[src/rtl/c2f_dma_reader_pkg.sv]
// c2f_dma_reader_pkg: shared constants, register indices, word/pointer types and FSM state enum for the C2F DMA reader
package c2f_dma_reader_pkg;
  localparam int SLOT_LOG2 = 4;
  localparam int QW_PER_SLOT = 16;
  localparam int PTR_OFFSET = 2048;
  localparam int SLOT_BYTES_LOG2 = 7;
  localparam int FIFO_AW = $clog2(QW_PER_SLOT);
  localparam logic [7:0] REG_DMA_ENABLE = 8'd1;
  localparam logic [7:0] REG_C2F_BASE = 8'd2;
  localparam logic [7:0] REG_C2F_WRPTR = 8'd3;
  localparam logic [7:0] REG_CHECKSUM_LO = 8'd254;
  localparam logic [7:0] REG_CHECKSUM_HI = 8'd255;
  typedef logic [63:0] word_t;
  typedef logic [SLOT_LOG2-1:0] ptr_t;
  typedef enum logic [2:0] {IDLE, REQ, CPL, UPD, DRAIN} c2f_state_t;
endpackage

[src/rtl/c2f_dma_reader_if.sv]
// c2f_dma_reader_if: host regs in, MRd/MWr request handshakes, completion beats in, app stream out, checksum/rd_ptr status out
interface c2f_dma_reader_if;
  import c2f_dma_reader_pkg::*;
  logic dma_reset;
  logic [31:0] c2f_base;
  ptr_t c2f_wr_ptr;
  logic c2f_wr_ptr_valid;
  logic rd_req_valid;
  logic rd_req_ready;
  word_t rd_req_addr;
  word_t cpl_data;
  logic cpl_valid;
  word_t c2f_data;
  logic c2f_valid;
  logic c2f_ready;
  logic wr_req_valid;
  logic wr_req_ready;
  word_t wr_req_addr;
  word_t wr_req_data;
  word_t checksum;
  ptr_t rd_ptr;
  modport master(
    input dma_reset, c2f_base, c2f_wr_ptr, c2f_wr_ptr_valid, rd_req_ready, cpl_data, cpl_valid, c2f_ready, wr_req_ready,
    output rd_req_valid, rd_req_addr, c2f_data, c2f_valid, wr_req_valid, wr_req_addr, wr_req_data, checksum, rd_ptr
  );
  modport slave(
    output dma_reset, c2f_base, c2f_wr_ptr, c2f_wr_ptr_valid, rd_req_ready, cpl_data, cpl_valid, c2f_ready, wr_req_ready,
    input rd_req_valid, rd_req_addr, c2f_data, c2f_valid, wr_req_valid, wr_req_addr, wr_req_data, checksum, rd_ptr
  );
endinterface

[src/rtl/c2f_dma_reader_fifo.sv]
// c2f_dma_reader_fifo: 16x64 sync FIFO (push/push_data in, head/valid out popped on ready, flush, free count out)
module c2f_dma_reader_fifo
  import c2f_dma_reader_pkg::*;
(
  input  logic               clk,
  input  logic               rst,
  input  logic               flush,
  input  logic               push,
  input  word_t              push_data,
  input  logic               ready,
  output word_t              head,
  output logic               valid,
  output logic [FIFO_AW:0]   free
);
  logic [FIFO_AW-1:0] wr_idx, rd_idx;
  logic [FIFO_AW:0] count;
  logic pop;
  word_t mem [QW_PER_SLOT];
  assign valid = count != '0;
  assign pop = valid && ready;
  assign head = mem[rd_idx];
  assign free = (FIFO_AW+1)'(QW_PER_SLOT) - count;
  always_ff @(posedge clk)
    if (push) mem[wr_idx] <= push_data;
  always_ff @(posedge clk) begin
    if (rst || flush) begin
      wr_idx <= '0;
      rd_idx <= '0;
      count <= '0;
    end else begin
      wr_idx <= wr_idx + FIFO_AW'(push);
      rd_idx <= rd_idx + FIFO_AW'(pop);
      count <= count + (FIFO_AW+1)'(push) - (FIFO_AW+1)'(pop);
    end
  end
endmodule

[src/rtl/c2f_dma_reader.sv]
// c2f_dma_reader: C2F DMA engine (clk, rst, bus master) - MRd per ring slot, stream completions to app, MWr rd_ptr back, running checksum
module c2f_dma_reader
  import c2f_dma_reader_pkg::*;
(
  input logic clk,
  input logic rst,
  c2f_dma_reader_if.master bus
);
  c2f_state_t state;
  ptr_t wr_ptr, rd_ptr, next_ptr;
  logic [FIFO_AW-1:0] beat;
  logic [FIFO_AW:0] free;
  logic last_beat, push;
  word_t base_addr;
  assign base_addr = word_t'(bus.c2f_base) << 3;
  assign next_ptr = rd_ptr + ptr_t'(1);
  assign last_beat = beat == FIFO_AW'(QW_PER_SLOT - 1);
  assign push = state == CPL && bus.cpl_valid && !bus.dma_reset;
  assign bus.rd_ptr = rd_ptr;
  c2f_dma_reader_fifo u_fifo (
    .clk(clk),
    .rst(rst),
    .flush(bus.dma_reset),
    .push(push),
    .push_data(bus.cpl_data),
    .ready(bus.c2f_ready),
    .head(bus.c2f_data),
    .valid(bus.c2f_valid),
    .free(free)
  );
  always_ff @(posedge clk) begin
    if (rst) begin
      state <= IDLE;
      wr_ptr <= '0;
      rd_ptr <= '0;
      beat <= '0;
      bus.checksum <= '0;
      bus.rd_req_valid <= 1'b0;
      bus.rd_req_addr <= '0;
      bus.wr_req_valid <= 1'b0;
      bus.wr_req_addr <= '0;
      bus.wr_req_data <= '0;
    end else if (bus.dma_reset) begin
      wr_ptr <= bus.c2f_wr_ptr_valid ? bus.c2f_wr_ptr : '0;
      rd_ptr <= '0;
      bus.checksum <= '0;
      bus.rd_req_valid <= 1'b0;
      bus.wr_req_valid <= 1'b0;
      state <= (state == REQ && bus.rd_req_ready) ||
               ((state == CPL || state == DRAIN) && !(bus.cpl_valid && last_beat)) ? DRAIN : IDLE;
      beat <= state == REQ ? '0 : beat + FIFO_AW'(bus.cpl_valid);
    end else begin
      if (bus.c2f_wr_ptr_valid) wr_ptr <= bus.c2f_wr_ptr;
      case (state)
        IDLE:
          if (rd_ptr != wr_ptr && free >= (FIFO_AW+1)'(QW_PER_SLOT)) begin
            state <= REQ;
            bus.rd_req_valid <= 1'b1;
            bus.rd_req_addr <= base_addr + (word_t'(rd_ptr) << SLOT_BYTES_LOG2);
          end
        REQ:
          if (bus.rd_req_ready) begin
            state <= CPL;
            bus.rd_req_valid <= 1'b0;
            beat <= '0;
          end
        CPL:
          if (bus.cpl_valid) begin
            bus.checksum <= bus.checksum + bus.cpl_data;
            beat <= beat + FIFO_AW'(1);
            if (last_beat) begin
              rd_ptr <= next_ptr;
              state <= UPD;
              bus.wr_req_valid <= 1'b1;
              bus.wr_req_addr <= base_addr + word_t'(PTR_OFFSET);
              bus.wr_req_data <= word_t'(next_ptr);
            end
          end
        UPD:
          if (bus.wr_req_ready) begin
            state <= IDLE;
            bus.wr_req_valid <= 1'b0;
          end
        DRAIN:
          if (bus.cpl_valid) begin
            beat <= beat + FIFO_AW'(1);
            if (last_beat) state <= IDLE;
          end
        default: state <= IDLE;
      endcase
    end
  end
endmodule

[src/flat_wrapper.sv]
// flat-port wrapper written by rule: the top's interface ports become plain ports
module c2f_dma_reader_flat import c2f_dma_reader_pkg::*;
  (clk, rst, bus_dma_reset, bus_c2f_base, bus_c2f_wr_ptr, bus_c2f_wr_ptr_valid, bus_rd_req_ready, bus_cpl_data, bus_cpl_valid, bus_c2f_ready, bus_wr_req_ready, bus_rd_req_valid, bus_rd_req_addr, bus_c2f_data, bus_c2f_valid, bus_wr_req_valid, bus_wr_req_addr, bus_wr_req_data, bus_checksum, bus_rd_ptr);
  c2f_dma_reader_if bus_i ();
  input logic clk;
  input logic rst;
  input wire logic [$bits(bus_i.dma_reset)-1:0] bus_dma_reset;
  input wire logic [$bits(bus_i.c2f_base)-1:0] bus_c2f_base;
  input wire logic [$bits(bus_i.c2f_wr_ptr)-1:0] bus_c2f_wr_ptr;
  input wire logic [$bits(bus_i.c2f_wr_ptr_valid)-1:0] bus_c2f_wr_ptr_valid;
  input wire logic [$bits(bus_i.rd_req_ready)-1:0] bus_rd_req_ready;
  input wire logic [$bits(bus_i.cpl_data)-1:0] bus_cpl_data;
  input wire logic [$bits(bus_i.cpl_valid)-1:0] bus_cpl_valid;
  input wire logic [$bits(bus_i.c2f_ready)-1:0] bus_c2f_ready;
  input wire logic [$bits(bus_i.wr_req_ready)-1:0] bus_wr_req_ready;
  output wire logic [$bits(bus_i.rd_req_valid)-1:0] bus_rd_req_valid;
  output wire logic [$bits(bus_i.rd_req_addr)-1:0] bus_rd_req_addr;
  output wire logic [$bits(bus_i.c2f_data)-1:0] bus_c2f_data;
  output wire logic [$bits(bus_i.c2f_valid)-1:0] bus_c2f_valid;
  output wire logic [$bits(bus_i.wr_req_valid)-1:0] bus_wr_req_valid;
  output wire logic [$bits(bus_i.wr_req_addr)-1:0] bus_wr_req_addr;
  output wire logic [$bits(bus_i.wr_req_data)-1:0] bus_wr_req_data;
  output wire logic [$bits(bus_i.checksum)-1:0] bus_checksum;
  output wire logic [$bits(bus_i.rd_ptr)-1:0] bus_rd_ptr;
  assign bus_i.dma_reset = bus_dma_reset;
  assign bus_i.c2f_base = bus_c2f_base;
  assign bus_i.c2f_wr_ptr = bus_c2f_wr_ptr;
  assign bus_i.c2f_wr_ptr_valid = bus_c2f_wr_ptr_valid;
  assign bus_i.rd_req_ready = bus_rd_req_ready;
  assign bus_i.cpl_data = bus_cpl_data;
  assign bus_i.cpl_valid = bus_cpl_valid;
  assign bus_i.c2f_ready = bus_c2f_ready;
  assign bus_i.wr_req_ready = bus_wr_req_ready;
  assign bus_rd_req_valid = bus_i.rd_req_valid;
  assign bus_rd_req_addr = bus_i.rd_req_addr;
  assign bus_c2f_data = bus_i.c2f_data;
  assign bus_c2f_valid = bus_i.c2f_valid;
  assign bus_wr_req_valid = bus_i.wr_req_valid;
  assign bus_wr_req_addr = bus_i.wr_req_addr;
  assign bus_wr_req_data = bus_i.wr_req_data;
  assign bus_checksum = bus_i.checksum;
  assign bus_rd_ptr = bus_i.rd_ptr;
  c2f_dma_reader u_core (.clk(clk), .rst(rst), .bus(bus_i));
endmodule
[config.mk]
export PLATFORM = sky130hd
export DESIGN_NAME = c2f_dma_reader_flat
export DESIGN_NICKNAME = d
export VERILOG_FILES = /design/src/rtl/c2f_dma_reader_pkg.sv /design/src/rtl/c2f_dma_reader_if.sv /design/src/rtl/c2f_dma_reader_fifo.sv /design/src/rtl/c2f_dma_reader.sv /design/src/flat_wrapper.sv
export SDC_FILE = /design/constraint.sdc
export NUM_CORES = 1
export LEC_CHECK = 0
export CORE_MARGIN = 3
export CORE_UTILIZATION = 35
export CTS_BUF_LIST = sky130_fd_sc_hd__clkbuf_2 sky130_fd_sc_hd__clkbuf_4 sky130_fd_sc_hd__clkbuf_8
export CTS_CLUSTER_SIZE = 16
export DETAILED_ROUTE_END_ITERATION = 16
export REMOVE_ABC_BUFFERS = 1
export SETUP_SLACK_MARGIN = 0.5
export SYNTH_ARGS = -nofsm -noshare
export SYNTH_HDL_FRONTEND = slang
export SYNTH_SLANG_ARGS = --single-unit
[constraint.sdc]
create_clock -name clk -period 9 [get_ports clk]
set_input_delay 1.8 -clock clk [delete_from_list [all_inputs] [get_ports clk]]
set_output_delay 1.8 -clock clk [all_outputs]
set_load 0.02 [all_outputs]
# --- Word level (Yosys, flattened, before mapping) ---
# Memories as Yosys holds them, arrays and structs flattened. A register that Yosys moved wholly into a read port is not among the register bits.
# Index checks and enable logic that the tools add are counted.
word_totals:
  memories: 1
  reg_bits: 226
  inputBits: 108
  word_cells: 102
  ram_bits: 1024
memory_table:
  columns: ["memory", "words", "word_bits", "read_ports", "rd_ports_with_merged_regs", "wr", "line", "rtl"]
  rows:
  - ["u_core.u_fifo.mem", 16, 64, 1, 1, 1, "c2f_dma_reader_fifo.sv:18", "word_t mem [QW_PER_SLOT];"]
classes:
  n_bitwise: 1
  n_addsub: 11
  mux: 28
  eq_ne: 19
  n_reduce_logical: 28
  magnitude_cmp: 1
op_table:
  columns: ["cell", "n"]
  rows:
  - ["$add 64x64->64", 1]
  - ["$add 35x11->36", 1]
  - ["$add 35x12->36 const B", 1]
  - ["$mux 4", 8]
  - ["$mux 3", 9]
  - ["$pmux 3 s5", 1]
  - ["$add 4x1->4", 3]
  - ["$ne 3x3->1 const B", 4]
  - ["$reduce_and 3->1", 4]
  - ["$ne 3x2->1 const B", 3]
  - ["$add 4x1->4 const B", 2]
  - ["$pmux 4 s2", 1]
  - ["$reduce_and 4->1", 2]
  - ["$logic_and 1x1->1", 7]
  - ["$mux 1", 7]
  - ["$reduce_and 7->1", 1]
  - ["$eq 3x2->1 const B", 2]
  - ["$ne 2x2->1 const B", 3]
  - ["$reduce_bool 2->1", 3]
  - ["$add 5x1->5", 1]
  - ["$ge 5x5->1 const B", 1]
  - ["$reduce_bool 5->1", 1]
  - ["$sub 5x1->5", 1]
  - ["$sub 5x5->5 const A", 1]
  - ["14 further kinds", 20]

# --- Logic depth before layout (Yosys ltp) ---
# Gate-level depths: netlist of run 1.
logic_depth:
  depth_word: 7
  ltp_mapped: 13
  mapped_depth_nobuf: 13

# --- Modules after synthesis ---
# From an unflattened synthesis of run 1, not the netlist that was laid out.
hier_totals:
  hier_cells: 3100
  hier_area_um2: 49937.9
by_module_without_submodules:
  columns: ["module", "area_each_um2", "n_inst", "cells_each"]
  rows:
  - ["c2f_dma_reader_fifo", 39009.9, 1, 1662]
  - ["c2f_dma_reader", 10928.0, 1, 1438]

# --- Worst setup path before layout of run 1 ---
# Ideal clock, no wire load.
synth_timing:
  path_kind: "input -> register"
  startpoint: "in bus_cpl_valid"
  endpoint: "mem u_core.u_fifo.mem[0][0] (netlist name), enable pin"
  stages: 5
  required_ps: 8435
  path_buffers: 0
  path_slack_ps: 1377
  t_arrival_ps: 7058
  setup_time_ps: 565
  cell_sequence: "nand3_1 nor2_1 inv_1 or3_1 nor3_1"
synth_via:
  elab_chain_cells: 4
synth_lines:
  columns: ["element", "line", "rtl"]
  rows:
  - ["start: declaration", "flat_wrapper.sv:13", "input wire logic [$bits(bus_i.cpl_valid)-1:0] bus_cpl_valid;"]
  - ["$logic_and 1x1->1 (2 in series)", "c2f_dma_reader.sv:18", "assign push = state == CPL && bus.cpl_valid && !bus.dma_reset;"]
  - ["$mux 1", "c2f_dma_reader_fifo.sv:24", "if (push) mem[wr_idx] <= push_data;"]
  - ["$mux 1 (not written as such)", "c2f_dma_reader_fifo.sv:24", null]
  - ["end: declaration", "c2f_dma_reader_fifo.sv:18", null]
# No other way between the ends.

==> results.toml, run 1 <==
[worst_setup_path]
cp_top_family = "buffers and inverters"
end_kind = "output port"
critical_path.slowest_cell = "dfxtp_4"
path_class = "register to output port"
cp-start-kind = "register"
slowest_delay_ns = 0.95
cpMostUsedCell = "mux4_2"
worstPathCellList = "buf_4, mux4_2, mux4_2, clkdlybuf4s50_1"
worstPathRequired_ns = 7.20
arrival_ns = 4.47
cp_num_buf_inv = 2
cp_max_fo = 64

[global_route]
gr-total-overflow = 0
grt_max_degree = 139
antenna_found_initial = 13
grt_pass1_wl_mm = 195.1
grt_util_all_layers_pct = 18.13
grt_pass1_vias = 28450

[placed_design]
io_buffers = 312
dp.final_hpwl_mm = 78.98
gp_congestion = 0.8840
dp_cells = 5069

[sta]
relSlewSlack_pct = 23.17
clock_skew_ns = 0.06808
rsz0062_at_grt = "no"
max_freq_ghz = 0.1594
setup_viol_count_final = 0
fin_tns_setup_ns = 0
worst_pin_slew_ns = 1.152
holdWs_ns = 0.4567
hold_viol = 0
min_period_over_period_pct = 69.69
period_minus_slack_ns = 6.272
final_max_slew_viol_count = 0

[final_layout]
final_cell_count_no_fill = 5440
drive_gt1_share_pct = 20.75
area_growth_pct = 17.96
final_common_cell = "edfxtp_1"
finish.utilization_pct = 41.67
fin_nets = 3570
final_cell_mix = "edfxtp_1, mux4_2, clkdlybuf4s50_1"

[route]
drtIter0Drc = 2504
totalWireLength_mm = 135.1
antenna_left = 0
drcViolationCount = 0
wl_per_cell_um = 24.83
drtPass1Iterations = 5
via_count = 28210
viasPerCell = 5.186

[pwr]
total_power_mw = 12.30
p_sw_mw = 3.031
p_comb_share_pct = 11.2
p_per_area_nw_per_um2 = 207.9
pwr-share-clk_pct = 39.2
switching_share_pct = 24.65
vdd_drop_max_v = 0.0001340
internal-power_mw = 9.265
pwr-share-seq_pct = 49.5
p_leak_nw = 18.89

[yosys]
syn_area_sq_um = 50140
synth-edff-count = 1024
synth_ff_type = "edfxtp_1"
async_reset_ff_share_pct = 0
avgSynthCellArea_sq_um = 16.82
ys_ff_latch = 1188
ys.warnings.count = 0
syn_inst = 2981
yosysSeqAreaShare_pct = 67.88
synth.distinct_cells = 76

[clock_tree]
holdBufCountCts = 0
cts_made_buffers = 195
worst_skew_pair.late_latency_ns = 0.95
clkTransAtPathRegs_ns = 0.06
clockRootBuffer = "clkbuf_8"
cts_resized = 0
clk_path_buf_depth = 3
numClockSinks = 1188
cts_tree = "built"
htree_num_levels = 4
cts_setup_buffers = 0

[floorplan]
num_io_pins = 435
fp.dieW_um = 384.5
num_rows = 138
die_y_um = 384.5
floorplan.die_area_sq_um = 147800
core_sq_um = 141900
initial_core_util_pct = 35.32

[hold_path]
min_path_type = "register to register"

[flow_run]
cap_violations = 0

[status]
status = "complete, no violations"
==> metal layers <==
| metal | GRT usage, % | wire (um) |
|---|---|---|
| met1 | 24.06 | 56470 |
| met2 | 28.56 | 63590 |
| met3 | 5.739 | 11740 |
| met4 | 5.227 | 3098 |
| met5 | 0.7606 | 195 |
==> final cells by class <==
cell class | instances | area, sq um
Fill cell | 12830 | 82790
Sequential cell | 1188 | 34050
Inverter | 36 | 135.1
Timing Repair Buffer | 354 | 3521
Clock inverter | 82 | 610.6
Multi-Input combinational cell | 1601 | 15030
Clock buffer | 281 | 3411
Tap cell | 1890 | 2365
Antenna cell | 8 | 20.02
==> logic make-up (layout without fill, tap and decap cells) <==
family	count (synthesis)	in the layout	share of synthesized area, %
AND/OR/NAND/NOR	546	546	4.989
buffers and inverters	313	753	3.312
flip-flops	1188	1188	67.88
XOR/XNOR	93	93	1.625
other	1	130	0.007480
AO/OA/AOI/OAI	426	426	5.461
adder cells (fa/ha/maj)	86	86	2.191
multiplexers	328	328	14.53
==> registers in the layout, summed over array words and instances, names as in the netlist <==
| name | flops |
|---|---|
| u_core.bus.rd_req_addr | 33 |
| u_core.state | 3 |
| u_core.bus.wr_req_addr | 33 |
| u_core.u_fifo.mem | 1024 |
| u_core.u_fifo.wr_idx | 4 |
| u_core.bus.checksum | 64 |
| u_core.bus.rd_ptr | 4 |
| u_core.beat | 4 |
| u_core.bus.wr_req_data | 4 |
| u_core.bus.rd_req_valid | 1 |
| u_core.u_fifo.rd_idx | 4 |
| u_core.bus.wr_req_valid | 1 |
| u_core.u_fifo.count | 5 |
| u_core.wr_ptr | 4 |
==> worst register-to-register path: stages, from the launching register on <==
cell and delay [ns]:
dfxtp_1 0.37, ha_1 0.26, inv_1 0.08, fa_1 0.37
nor2b_1 0.20, o2111ai_1 0.23, a211oi_2 0.41, or4b_4 0.22
a221oi_1 0.12, a211o_2 0.41, a2111oi_4 0.50, o21ai_2 0.16
a2111o_1 0.44, o211ai_1 0.10
==> cell usage after synthesis, types with 6 or more instances <==
library cell  instances  area, sq um
nand2_1             192        720.7
or2_2                 6        37.54
ha_1                 83         1039
xor2_1               49        429.2
nor3b_1               7        52.55
nor2_1              166        623.1
buf_1                39        146.4
nand4_1              29        181.4
o21ai_0              73        365.4
a21o_1               40        300.3
o31ai_1               7        52.55
mux4_2              320         7207
buf_4               122        915.9
inv_1                36        135.1
mux2i_1               8        80.08
edfxtp_1           1024        30750
xnor2_1              44        385.4
nor3_1               22        110.1
or3_1                32        200.2
o21a_1               13        97.59
a211oi_1             48        360.4
nand2b_1              8        50.05
o211ai_1              9        67.56
a21oi_1             148        740.7
nand3_1              35        175.2
dfxtp_1             164         3283
and2_1                9        56.30
clkbuf_1            109        409.1
and3_1                6        37.54
a311oi_1             16        140.1
nor2b_1              15        93.84
o21bai_1             11        82.58
nand3b_1              6        45.04
a31oi_1              12        75.07
==> path summary, 6_finish.rpt <==
kind,start,endpoint,slack (ns),cells past startpoint
min reg2reg,u_core.bus.wr_req_addr[35],u_core.bus.wr_req_addr[35],0.46,2
min,u_core.bus.wr_req_addr[35],u_core.bus.wr_req_addr[35],0.46,2
max reg2reg,u_core.bus.checksum[0],u_core.bus.checksum[56],5.09,13
max,u_core.u_fifo.rd_idx[1],bus_c2f_data[63],2.73,4
==> stage by stage <==
| step | setup slack [ns] | instance area [sq um] |
|---|---|---|
| 2_1_floorplan | -4.470 | 49060 |
| 3_3_place_gp | 2.817 | 55100 |
| 3_5_place_dp | 2.774 | 55100 |
| 4_1_cts | 2.537 | 59120 |
| 5_1_grt | 2.515 | 59130 |
| 6_report | 2.728 | 59140 |
==> power groups by stage <==
stage	logic, mW	registers [mW]	clock network, mW
floorplan	0.946	6.35	0
global placement	1.40	6.20	0
detailed placement	1.40	6.20	0
CTS	1.41	6.09	4.96
global route	1.51	6.09	5.23
finish	1.38	6.09	4.83
Power figures use the tool's default switching activity.
==> run 2, diff against run 1 <==
==> constraint.sdc (replaced) <==
create_clock -name clk -period 6.1 [get_ports clk]
set_input_delay 1.22 -clock clk [delete_from_list [all_inputs] [get_ports clk]]
set_output_delay 1.22 -clock clk [all_outputs]
set_load 0.02 [all_outputs]
==> results.toml, run 2 (synthesized netlist as in run 1, its figures left out) <==
[route]
viasPerCell = 5.208
via_count = 28490
drcViolationCount = 0
totalWireLength_mm = 135.8
antenna_left = 0
drtIter0Drc = 2579
wl_per_cell_um = 24.82
drtPass1Iterations = 5

[clock_tree]
numClockSinks = 1188
clockRootBuffer = "clkbuf_8"
clk_path_buf_depth = 3
holdBufCountCts = 0
htree_num_levels = 4
worst_skew_pair.late_latency_ns = 0.95
cts_setup_buffers = 0
clkTransAtPathRegs_ns = 0.06
cts_tree = "built"
cts_resized = 0
cts_made_buffers = 195

[worst_setup_path]
ff2ff_setup_slack_ns = 2.06
arrival_ns = 3.95
end_kind = "output port"
slowest_delay_ns = 0.75
cp_max_fo = 61
critical_path.slowest_cell = "dfxtp_4"
worstPathCellList = "buf_12, mux4_2, mux4_2, clkdlybuf4s50_1"
worstReg2RegStart = "u_core.bus.checksum[0]"
worstPathRequired_ns = 4.88
worst_r2r_path_depth = 13
cpMostUsedCell = "mux4_2"
path_class = "register to output port"
endpoint = "bus_c2f_data[36]"
startpoint = "u_core.u_fifo.rd_idx[0]"
cp-start-kind = "register"
r2r-end = "u_core.bus.checksum[56]"

[global_route]
grt_pass1_vias = 29110
grtUsageMet1_pct = 24.34
met3_usage_pct = 5.559
grt_max_degree = 80
grt.busiest_layer = "met2"
gr-total-overflow = 0
met2_usage_pct = 28.46
grt_pass1_wl_mm = 197.3
antenna_found_initial = 19
grt_util_all_layers_pct = 18.28

[pwr]
p_per_area_nw_per_um2 = 307.3
p_leak_nw = 19.09
vdd_drop_max_v = 0.0001873

[floorplan]
floorplan.die_area_sq_um = 147800
core_sq_um = 141900
die_y_um = 384.5
initial_core_util_pct = 35.32
num_io_pins = 435
fp.dieW_um = 384.5
num_rows = 138

[final_layout]
final_common_cell = "edfxtp_1"
area_growth_pct = 19.08
drive_gt1_share_pct = 20.83
finalInstanceArea_sq_um = 59700
fin_nets = 3601
top_register = "u_core.u_fifo.mem"
ff_latch_area_sq_um = 34050
top_regs = "u_core.u_fifo.mem (1024), u_core.bus.checksum (64)"
final_cell_mix = "edfxtp_1, mux4_2, clkdlybuf4s50_1"
largest_register_ffs = 1024
num-fill-cells = 12740
multi_input_area_sq_um = 15030

[placed_design]
io_buffers = 312
post_dp_cell_area_sq_um = 55540
gp_congestion = 0.8790
dp.final_hpwl_mm = 80.61

[sta]
max_freq_ghz = 0.1934
relSlewSlack_pct = 21.68
min_period_over_period_pct = 84.76
hold_viol = 0
setup_viol_count_final = 0
worst_pin_slew_ns = 1.168
final_max_slew_viol_count = 0
clock_skew_ns = 0.05665
fin_tns_setup_ns = 0
rsz0062_at_grt = "no"
period_minus_slack_ns = 5.170

[flow_run]
cap_violations = 0

[status]
status = "complete, no violations"

[hold_path]
min_path_cells = 2
min_path_type = "register to register"
==> run 2: cell count changes in the layout (fill, tap and decap cells not counted), moves of 4 or more <==
cell / change
bufinv_16: +6
buf_12: +17
clkinv_8: -4
clkbuf_4: -24
clkinv_16: +4
clkinv_1: +20
buf_4: +14
==> run 2: worst min path at each step <==
stage                           endpoint  slack, ns                       from
5_1_grt        u_core.bus.wr_req_addr[3]       0.48  u_core.bus.wr_req_addr[3]
2_1_floorplan             u_core.beat[2]       0.49             u_core.beat[2]
4_1_cts        u_core.bus.wr_req_addr[4]       0.46  u_core.bus.wr_req_addr[4]
3_5_place_dp   u_core.bus.wr_req_addr[8]       0.45  u_core.bus.wr_req_addr[8]
6_report       u_core.bus.wr_req_addr[3]       0.46  u_core.bus.wr_req_addr[3]
3_3_place_gp   u_core.bus.wr_req_addr[3]       0.44  u_core.bus.wr_req_addr[3]
==> run 2: layer usage <==
| layer | up-vias | part of all wire [%] |
|---|---|---|
| li1 | 12500 | - |
| met1 | 14650 | 42 |
| met2 | 1130 | 47 |
| met3 | 208 | 8.9 |
| met4 | 8 | 2.6 |
| met5 | - | 0.041 |
==> run 2: cell type report <==
| class | instances | share of cell area, % |
|---|---|---|
| Antenna cell | 10 | 0.04191 |
| Timing Repair Buffer | 385 | 6.643 |
| Clock buffer | 255 | 5.365 |
| Sequential cell | 1188 | 57.03 |
| Inverter | 36 | 0.2263 |
| Multi-Input combinational cell | 1601 | 25.17 |
| Tap cell | 1890 | 3.961 |
| Clock inverter | 106 | 1.559 |
==> run 2: where the power goes <==
group,internal [mW],switching (mW)
registers,8.91,0.0846
logic,0.970,1.10
clock network,3.92,3.36
total,13.8,4.54
==> run 2: critical path: cells and delay by family (launching register included) <==
family / cells / cell delay (ns)
mux: 2 / 1.13
buf+inv: 2 / 1.02
flops: 1 / 0.75
==> run 2: metrics by stage <==
stage	worst slack (ns)	instances	util, %	hold slack, ns	total power [mW]
global route	0.7062	5466	42.06	0.4777	19.12
global placement	0.7271	5100	39.13	0.4414	11.24
floorplan	-6.790	2825	-	0.4895	10.76
finish	0.9296	5471	42.06	0.4560	18.34
CTS	0.7133	5461	42.05	0.4574	18.58
detailed placement	0.6511	5100	39.13	0.4489	11.25
